$ cat config.mk
export PLATFORM = sky130hd
export DESIGN_NAME = pipe_skid_stage
export DESIGN_NICKNAME = d
export VERILOG_FILES = /design/src/rtl/pipe_pkg.sv /design/src/rtl/pipe_payload_reg.sv /design/src/rtl/pipe_skid_stage.sv
export SDC_FILE = /design/constraint.sdc
export NUM_CORES = 1
export LEC_CHECK = 0
export ABC_AREA = 1
export CORE_UTILIZATION = 46
export CTS_BUF_LIST = sky130_fd_sc_hd__clkbuf_4
export DETAILED_ROUTE_END_ITERATION = 8
export PLACE_DENSITY = 0.81
export SETUP_SLACK_MARGIN = 0.15
export SLEW_MARGIN = 40
export SYNTH_ARGS = -nofsm -noshare
export SYNTH_HDL_FRONTEND = slang
export SYNTH_SLANG_ARGS = --single-unit
$ cat constraint.sdc
create_clock -name clk -period 1.97 [get_ports clk]
set_input_delay 0.394 -clock clk [delete_from_list [all_inputs] [get_ports clk]]
set_output_delay 0.394 -clock clk [all_outputs]
set_load 0.02 [all_outputs]
$ cat src/rtl/pipe_pkg.sv
// Shared types and helpers for the elastic skid pipeline stage.
// Holds the state encoding, occupancy codes and the flush clear-mask builder.
package pipe_pkg;

  typedef enum logic [1:0] {
    ST_EMPTY = 2'd0,
    ST_ONE   = 2'd1,
    ST_FULL  = 2'd2
  } state_e;

  localparam logic [1:0] OCC_NONE = 2'd0;
  localparam logic [1:0] OCC_ONE  = 2'd1;
  localparam logic [1:0] OCC_TWO  = 2'd2;

  // Upper bounds for the mask builder; real payload widths are sliced out of this.
  localparam int MAX_CH  = 32;
  localparam int MAX_BUS = 4096;

  // Bit i of the result is 1 when flush must zero that payload bit (channel not kept).
  function automatic logic [MAX_BUS-1:0] build_clear_mask(
    input logic [MAX_CH-1:0] keep,
    input int                data_w,
    input int                num_ch
  );
    logic [MAX_BUS-1:0] mask;
    mask = '0;
    for (int c = 0; c < num_ch; c++) begin
      for (int b = 0; b < data_w; b++) begin
        mask[c*data_w + b] = ~keep[c];
      end
    end
    return mask;
  endfunction

endpackage

$ cat src/rtl/pipe_payload_reg.sv
// One multi-channel payload register: sync reset, masked clear on flush, load.
// Priority is reset, then clear, then load.
module pipe_payload_reg
  import pipe_pkg::*;
#(
  parameter int                DATA_W    = 32,
  parameter int                NUM_CH    = 4,
  parameter logic [NUM_CH-1:0] KEEP_MASK = 'b0010
) (
  input  logic                     clk,
  input  logic                     reset,
  input  logic                     load,
  input  logic                     clear,
  input  logic [DATA_W*NUM_CH-1:0] d,
  output logic [DATA_W*NUM_CH-1:0] q
);

  localparam int BUS_W = DATA_W * NUM_CH;

  localparam logic [MAX_BUS-1:0] CLR_FULL =
    build_clear_mask(MAX_CH'(KEEP_MASK), DATA_W, NUM_CH);
  localparam logic [BUS_W-1:0] CLR_MASK = CLR_FULL[BUS_W-1:0];

  // NOTE: sequential state uses non-blocking assignments so every register
  // samples pre-edge values, regardless of the order the blocks are evaluated.
  always_ff @(posedge clk) begin
    if (reset) begin
      q <= '0;
    end else if (clear) begin
      q <= q & ~CLR_MASK;
    end else if (load) begin
      q <= d;
    end
  end

endmodule

$ cat src/rtl/pipe_skid_stage.sv
// Elastic pipeline stage with a 2-entry skid buffer, registered in_ready,
// flush-to-bubble with per-channel retention and a saturating stall counter.
module pipe_skid_stage
  import pipe_pkg::*;
#(
  parameter int                DATA_W      = 32,
  parameter int                NUM_CH      = 4,
  parameter logic [NUM_CH-1:0] BUBBLE_KEEP = 'b0010,
  parameter int                CNT_W       = 16
) (
  input  logic                     clk,
  input  logic                     reset,
  input  logic                     in_valid,
  output logic                     in_ready,
  input  logic [DATA_W*NUM_CH-1:0] in_data,
  input  logic                     flush,
  output logic                     out_valid,
  input  logic                     out_ready,
  output logic [DATA_W*NUM_CH-1:0] out_data,
  output logic [1:0]               occupancy,
  output logic [CNT_W-1:0]         stall_cnt
);

  localparam int BUS_W = DATA_W * NUM_CH;

  state_e             state_q;
  state_e             state_d;
  logic               in_ready_q;
  logic [CNT_W-1:0]   stall_q;
  logic               accept;
  logic               consume;
  logic               main_load;
  logic               main_from_skid;
  logic               skid_load;
  logic [BUS_W-1:0]   main_d;
  logic [BUS_W-1:0]   main_q;
  logic [BUS_W-1:0]   skid_q;

  assign out_valid = (state_q != ST_EMPTY);
  assign accept    = in_valid & in_ready_q;
  assign consume   = out_valid & out_ready;

  // NOTE: every signal written here gets a default first, so no path leaves
  // it unassigned and no latch is inferred.
  always_comb begin
    state_d        = state_q;
    main_load      = 1'b0;
    main_from_skid = 1'b0;
    skid_load      = 1'b0;
    if (flush) begin
      // Any accept in this cycle is dropped; both entries become bubbles.
      state_d = ST_EMPTY;
    end else begin
      unique case (state_q)
        ST_EMPTY: begin
          if (accept) begin
            state_d   = ST_ONE;
            main_load = 1'b1;
          end
        end
        ST_ONE: begin
          if (accept && !consume) begin
            state_d   = ST_FULL;
            skid_load = 1'b1;
          end else if (accept && consume) begin
            main_load = 1'b1;
          end else if (consume) begin
            state_d = ST_EMPTY;
          end
        end
        ST_FULL: begin
          if (consume) begin
            state_d        = ST_ONE;
            main_load      = 1'b1;
            main_from_skid = 1'b1;
          end
        end
        default: state_d = ST_EMPTY;
      endcase
    end
  end

  assign main_d = main_from_skid ? skid_q : in_data;

  always_ff @(posedge clk) begin
    if (reset) begin
      state_q    <= ST_EMPTY;
      in_ready_q <= 1'b1;
    end else begin
      state_q    <= state_d;
      // Ready is the registered inverse of the next skid-valid: no comb path from out_ready.
      in_ready_q <= (state_d != ST_FULL);
    end
  end

  always_ff @(posedge clk) begin
    if (reset) begin
      stall_q <= '0;
    end else if (out_valid && !out_ready && (stall_q != {CNT_W{1'b1}})) begin
      stall_q <= stall_q + CNT_W'(1);
    end
  end

  always_comb begin
    occupancy = OCC_NONE;
    unique case (state_q)
      ST_EMPTY: occupancy = OCC_NONE;
      ST_ONE:   occupancy = OCC_ONE;
      ST_FULL:  occupancy = OCC_TWO;
      default:  occupancy = OCC_NONE;
    endcase
  end

  pipe_payload_reg #(
    .DATA_W    (DATA_W),
    .NUM_CH    (NUM_CH),
    .KEEP_MASK (BUBBLE_KEEP)
  ) u_main (
    .clk   (clk),
    .reset (reset),
    .load  (main_load),
    .clear (flush),
    .d     (main_d),
    .q     (main_q)
  );

  pipe_payload_reg #(
    .DATA_W    (DATA_W),
    .NUM_CH    (NUM_CH),
    .KEEP_MASK (BUBBLE_KEEP)
  ) u_skid (
    .clk   (clk),
    .reset (reset),
    .load  (skid_load),
    .clear (flush),
    .d     (in_data),
    .q     (skid_q)
  );

  assign in_ready  = in_ready_q;
  assign out_data  = main_q;
  assign stall_cnt = stall_q;

endmodule

**After elaboration in Yosys (flattened, before gate mapping)**

Cells that the tools add are included.

- Add/subtract/negate cells: 1
- Equal/unequal tests: 4
- Muxes and demuxes: 20
- Bitwise operators: 3
- Reduce and logical (&&, ||, !) cells: 11

Operators by type and width:

| cell | count |
|---|---|
| $mux W128 | 1 |
| $add A16 B1 Y16 const B | 1 |
| $ne A16 B16 Y1 const B | 1 |
| $mux W2 | 6 |
| $mux W1 | 10 |
| $pmux W2 S3 | 1 |
| $logic_and A1 B1 Y1 | 4 |
| $pmux W2 S2 | 1 |
| $reduce_and A2 Y1 | 2 |
| $pmux W1 S3 | 1 |
| $and A1 B1 Y1 | 2 |
| $eq A2 B1 Y1 const B | 1 |
| $eq A2 B2 Y1 const B | 1 |
| $logic_not A1 Y1 | 2 |
| $logic_not A2 Y1 | 1 |
| $ne A2 B2 Y1 const B | 1 |
| $reduce_bool A2 Y1 | 1 |
| $reduce_or A2 Y1 | 1 |
| $not A1 Y1 | 1 |

- Flip-flop bits (word level): 275
- Input bits: 133
- Output and inout bits: 148
- Logic and storage cells: 46

**Longest topological paths before layout**

Gate-level depths: netlist (run 1).

- Depth after elaboration: 8
- Depth in mapped cells: 9
- Depth with buffers taken out: 9

**Hierarchy**

Synthesis (run 1) repeated with hierarchy kept, for this count alone.

- Cells, all modules: 1558
- Area, all modules: 12420.7 um^2

By module, submodules not included:

| module | instances | cells each | area each (um^2) | seq. area each (um^2) |
|---|---|---|---|---|
| pipe_payload_reg | 2 | 624 | 4648.2 | 2562.5 |
| pipe_skid_stage | 1 | 310 | 3124.2 | 380.4 |

**Least setup slack after synthesis (run 1)**

Ideal clock, no wire load.

- Path kind: flip-flop to flip-flop
- From: register state_q[0]
- To: register u_skid.q[125]
- Library setup time: 0.119 ns
- Arrival: 1.516 ns
- Data required time: 1.851 ns
- Setup slack: 0.335 ns
- Cell stages (with the launch flop): 8
- Buffers on the path: 2
- Period minus slack after synthesis: 1.635 ns
- Cell sequence: dfxtp_1 > inv_1 > nor2_1 > nand4_1 > buf_2 > buf_2 > o21ai_0 > a21oi_1

- Cells in the longest elaborated chain, start to end: 7
- Elaborated cells between the ends (all ways): 8
- Those cells by class: 1 x eq/ne; 3 x mux; 1 x bitwise; 3 x reduce/logical

RTL lines:

| what | line | source |
|---|---|---|
| start: declaration | pipe_skid_stage.sv:26 | `state_e state_q;` |
| start signal: assignment | pipe_skid_stage.sv:90 | `state_q <= state_d;` |
| $reduce_bool A2 Y1 | pipe_skid_stage.sv:39 | `assign out_valid = (state_q != ST_EMPTY);` |
| $and A1 B1 Y1 | pipe_skid_stage.sv:41 | `assign consume = out_valid & out_ready;` |
| $logic_not A1 Y1 | pipe_skid_stage.sv:62 | `if (accept && !consume) begin` |
| $logic_and A1 B1 Y1 | pipe_skid_stage.sv:62 |  |
| $mux W1 | pipe_skid_stage.sv:62 |  |
| $mux W1 * | pipe_skid_stage.sv:54 | `unique case (state_q)` |
| $mux W1 * | pipe_skid_stage.sv:50 | `if (flush) begin` |
| end signal: assignment | pipe_payload_reg.sv:30 | `q <= q & ~CLR_MASK;` |
| end: declaration | pipe_payload_reg.sv:15 | `output logic [DATA_W*NUM_CH-1:0] q` |

Every way passes the cells marked *; elsewhere a longest branch is shown, timed or not.
A chain may end at the register's enable or synchronous reset.

**Worst setup path after layout (run 1)**

- From: register state_q[0]
- To: output occupancy[0]

- Cells in the longest elaborated chain, start to end: 2
- Elaborated cells between the ends (all ways): 3
- Those cells by class: 2 x eq/ne; 1 x mux

RTL lines:

| what | line | source |
|---|---|---|
| $eq A2 B2 Y1 / $eq A2 B1 Y1 (equally long branches) | pipe_skid_stage.sv:106 | `unique case (state_q)` |
| $pmux W2 S2 * | pipe_skid_stage.sv:106 |  |
| end: declaration | pipe_skid_stage.sv:20 | `output logic [1:0] occupancy,` |

Marks and branches as above.

==> impl_metrics.py, run 1 <==
metrics = {
    "synth": {
        "yosys.area.top_type_share_pct": 46.0,
        "synthArstFlopShare_pct": 0,
        "synth.ff_latch_count": 275,
        "main_flop_type_after_synthesis": "sky130_fd_sc_hd__dfxtp_1",
        "synth-seq-area-share_pct": 46.0,
        "yosys-top-cells-count": "sky130_fd_sc_hd__nand2_1 (435), sky130_fd_sc_hd__nor2_1 (281), sky130_fd_sc_hd__dfxtp_1 (275), sky130_fd_sc_hd__inv_1 (275), sky130_fd_sc_hd__o21ai_0 (199)",
        "synth_top_cell_by_area": "sky130_fd_sc_hd__dfxtp_1",
        "synth_area_leaders": "sky130_fd_sc_hd__dfxtp_1 (46%), sky130_fd_sc_hd__nand2_1 (14%), sky130_fd_sc_hd__nor2_1 (8.8%)",
        "synth-edff-count": 0,
        "synth_most_common_cell": "sky130_fd_sc_hd__nand2_1",
        "synthesis.area_um2": 12000,
        "net_count_after_synthesis": 1949,
        "synthCells": 1815,
        "post_synth.cell_area_avg_um2": 6.60,
        "synth_warnings": 0,
        "yosysUniqueCellTypes": 25,
    },
    "power_and_ir_drop": {
        "p_leak_nw": 7.50,
        "worst_ir_drop_vdd_uv": 585,
        "power.total_mw": 12.1,
        "power-per-cell-area_nw_per_um2": 741,
    },
    "setup_path": {
        "worst_ep_required_time_ps": 1580,
        "setup.worst_path.end_class": "output pin",
        "worst_ep_arrival_time_ps": 1370,
        "worstPathMaxFanout": 3,
        "timing_worst_setup_path_type": "reg -> out",
        "setup.worst_path.start": "state_q[0]$_SDFF_PP0_",
        "timing.critical_path.from_type": "register",
        "rr_startpoint": "stall_cnt[0]$_SDFFE_PP0P_",
        "r2r_setup_slack_ps": 280,
    },
    "clocking": {
        "insertion_delay_ps": 660,
        "clkSlewWorstSetupHoldPaths_ps": 60,
        "clock-sinks": 275,
        "postCtsHoldBufs": 0,
        "cts_max_path_buffers": 3,
        "clockRootBuffer": "sky130_fd_sc_hd__clkbuf_4",
        "tritoncts_clock_tree": "built",
        "h-tree-depth": 3,
        "tritoncts.num_buffers": 74,
    },
    "placement": {
        "gp_congestion": 0.845,
        "detailed_place_hpwl_um": 21600,
        "portBuffers": 280,
        "place_inst": 2374,
    },
    "run": {
        "cap_violations": 0,
    },
    "drt": {
        "drt-wirelength-per-cell_um": 12.5,
        "wirelength_um": 31300,
        "detail_route.first_pass.iterations": 5,
        "per_cell_via_count_in_the_routed_design": 4.78,
        "route.antenna.remaining_nets": 0,
        "drt_iter0_drc": 841,
        "drc_violation_count_after_routing": 0,
        "detailroute.via_count": 11946,
    },
    "floorplanning": {
        "num_io_pins": 281,
        "coreArea_um2": 25300,
        "die_height_um": 163,
        "floorplan.initialDensity_pct": 47.3,
        "die_area_um2": 26700,
        "die_width_um": 163,
        "floorplan.rows": 58,
    },
    "final_layout": {
        "area.growth.synth_to_final_pct": 36.1,
        "final_util_pct": 64.4,
        "final_cell_count_no_fill": 2499,
        "share_of_cells_above_drive_strength_1_pct": 10.6,
        "nNetsFinal": 2255,
    },
    "global_routing": {
        "grt.overflow.total": 0,
        "via_count_of_the_first_global_routing_pass": 11179,
        "groute.usage.overall_pct": 23.3,
        "initial_antenna_violation_count": 1,
        "global_route_wire_length_before_repair_um": 51100,
        "grt_start_max_net_pins": 70,
    },
    "timing": {
        "fin_tns_setup_ps": 0,
        "final.min_clock_period_ps": 1770,
        "max_slew.worst_pin.slew_ps": 343,
        "setup_viol": 0,
        "finalHoldViolCount": 0,
        "fmax_ghz": 0.566,
        "whs_ps": 390,
        "rsz0062_at_grt": "true",
        "slew_headroom_pct": 77.1,
        "finClkSkew_ps": 54.5,
        "final.period_utilization_pct": 89.6,
        "final_max_slew_viol_count": 0,
    },
    "outcome": {
        "status": "finished clean",
    },
    "hold_path": {
        "worst_hold_startpoint": "in_data[120]",
        "hp-class": "in -> reg",
    },
}
## path summary, 6_finish.rpt
check | cells past startpoint | end
min | 3 | u_skid.q[120]$_SDFFE_PP0P_
min reg2reg | 2 | u_skid.q[38]$_SDFFE_PP0P_
max | 3 | occupancy[0]
max reg2reg | 7 | stall_cnt[11]$_SDFFE_PP0P_
## flip-flops by register name (all words and copies together), names as in the netlist
signal	cells
in_ready	1
stall_cnt	16
state_q	2
u_main.q	128
u_skid.q	128
## critical path, cell delays in order, from the launching register on
cell	delay [ps]
sky130_fd_sc_hd__dfxtp_4	370
sky130_fd_sc_hd__inv_2	60
sky130_fd_sc_hd__nor2_2	160
sky130_fd_sc_hd__buf_6	140
## placed cells by master (no fill, tap or decap), drive strengths merged, types with 11 or more instances in the layout
master and count:
nand2 437, clkdlybuf4s15 42, dfxtp 275, nand3 11
buf 68, inv 278, clkbuf 121, o21ai 258
dlygate4sd2 94, nor2 283, clkdlybuf4s50 132, a21oi 143
## layer usage
layer / vias to the layer above / share of wire (%) / global-route usage, %
met5: - / 0 / 0
met4: 0 / 3.2 / 10.6
met3: 77 / 8.1 / 6.45
met2: 376 / 47 / 39.6
met1: 5288 / 42 / 27.2
li1: 6205 / - / -
## final cells by class
type / instances / area [um2]
Antenna cell: 3 / 7.51
Sequential cell: 275 / 5530
Fill cell: 2267 / 9020
Timing Repair Buffer: 344 / 3470
Multi-Input combinational cell: 1150 / 4960
Tap cell: 330 / 413
Clock buffer: 113 / 848
Clock inverter: 8 / 37.5
Inverter: 276 / 1040
## per-stage QoR
stage,cell area (um2),setup slack [ps]
CTS,16300,115
floorplan,12000,335
finish,16300,205
detailed placement,15500,-85.9
global placement,15500,-18.3
global route,16300,103
## cells by family after synthesis
family / share of synthesized area, %
simple gates: 23.7
buf+inv: 12.9
xor+xnor: 0.439
flops: 46.0
fa+ha+maj: 0.104
compound gates: 16.9
## power breakdown
group / switching, mW / total (mW) / internal (mW)
registers: 0.0720 / 5.77 / 5.70
logic: 0.793 / 1.46 / 0.672
clock network: 2.26 / 4.84 / 2.58
total: 3.12 / 12.1 / 8.95
## timing repair
item,CTS,global route
endpoints found under the setup margin,148,54
buffers inserted,0,1
gates resized for setup,200,53
pin swaps,0,1
Note: power is estimated with default switching activity, not from simulation.
==> run 2: changes to the inputs <==
- CAP_MARGIN: default -> 20
==> results of run 2 <==
No change in the layout: final DEF, timing and power equal those of run 1.
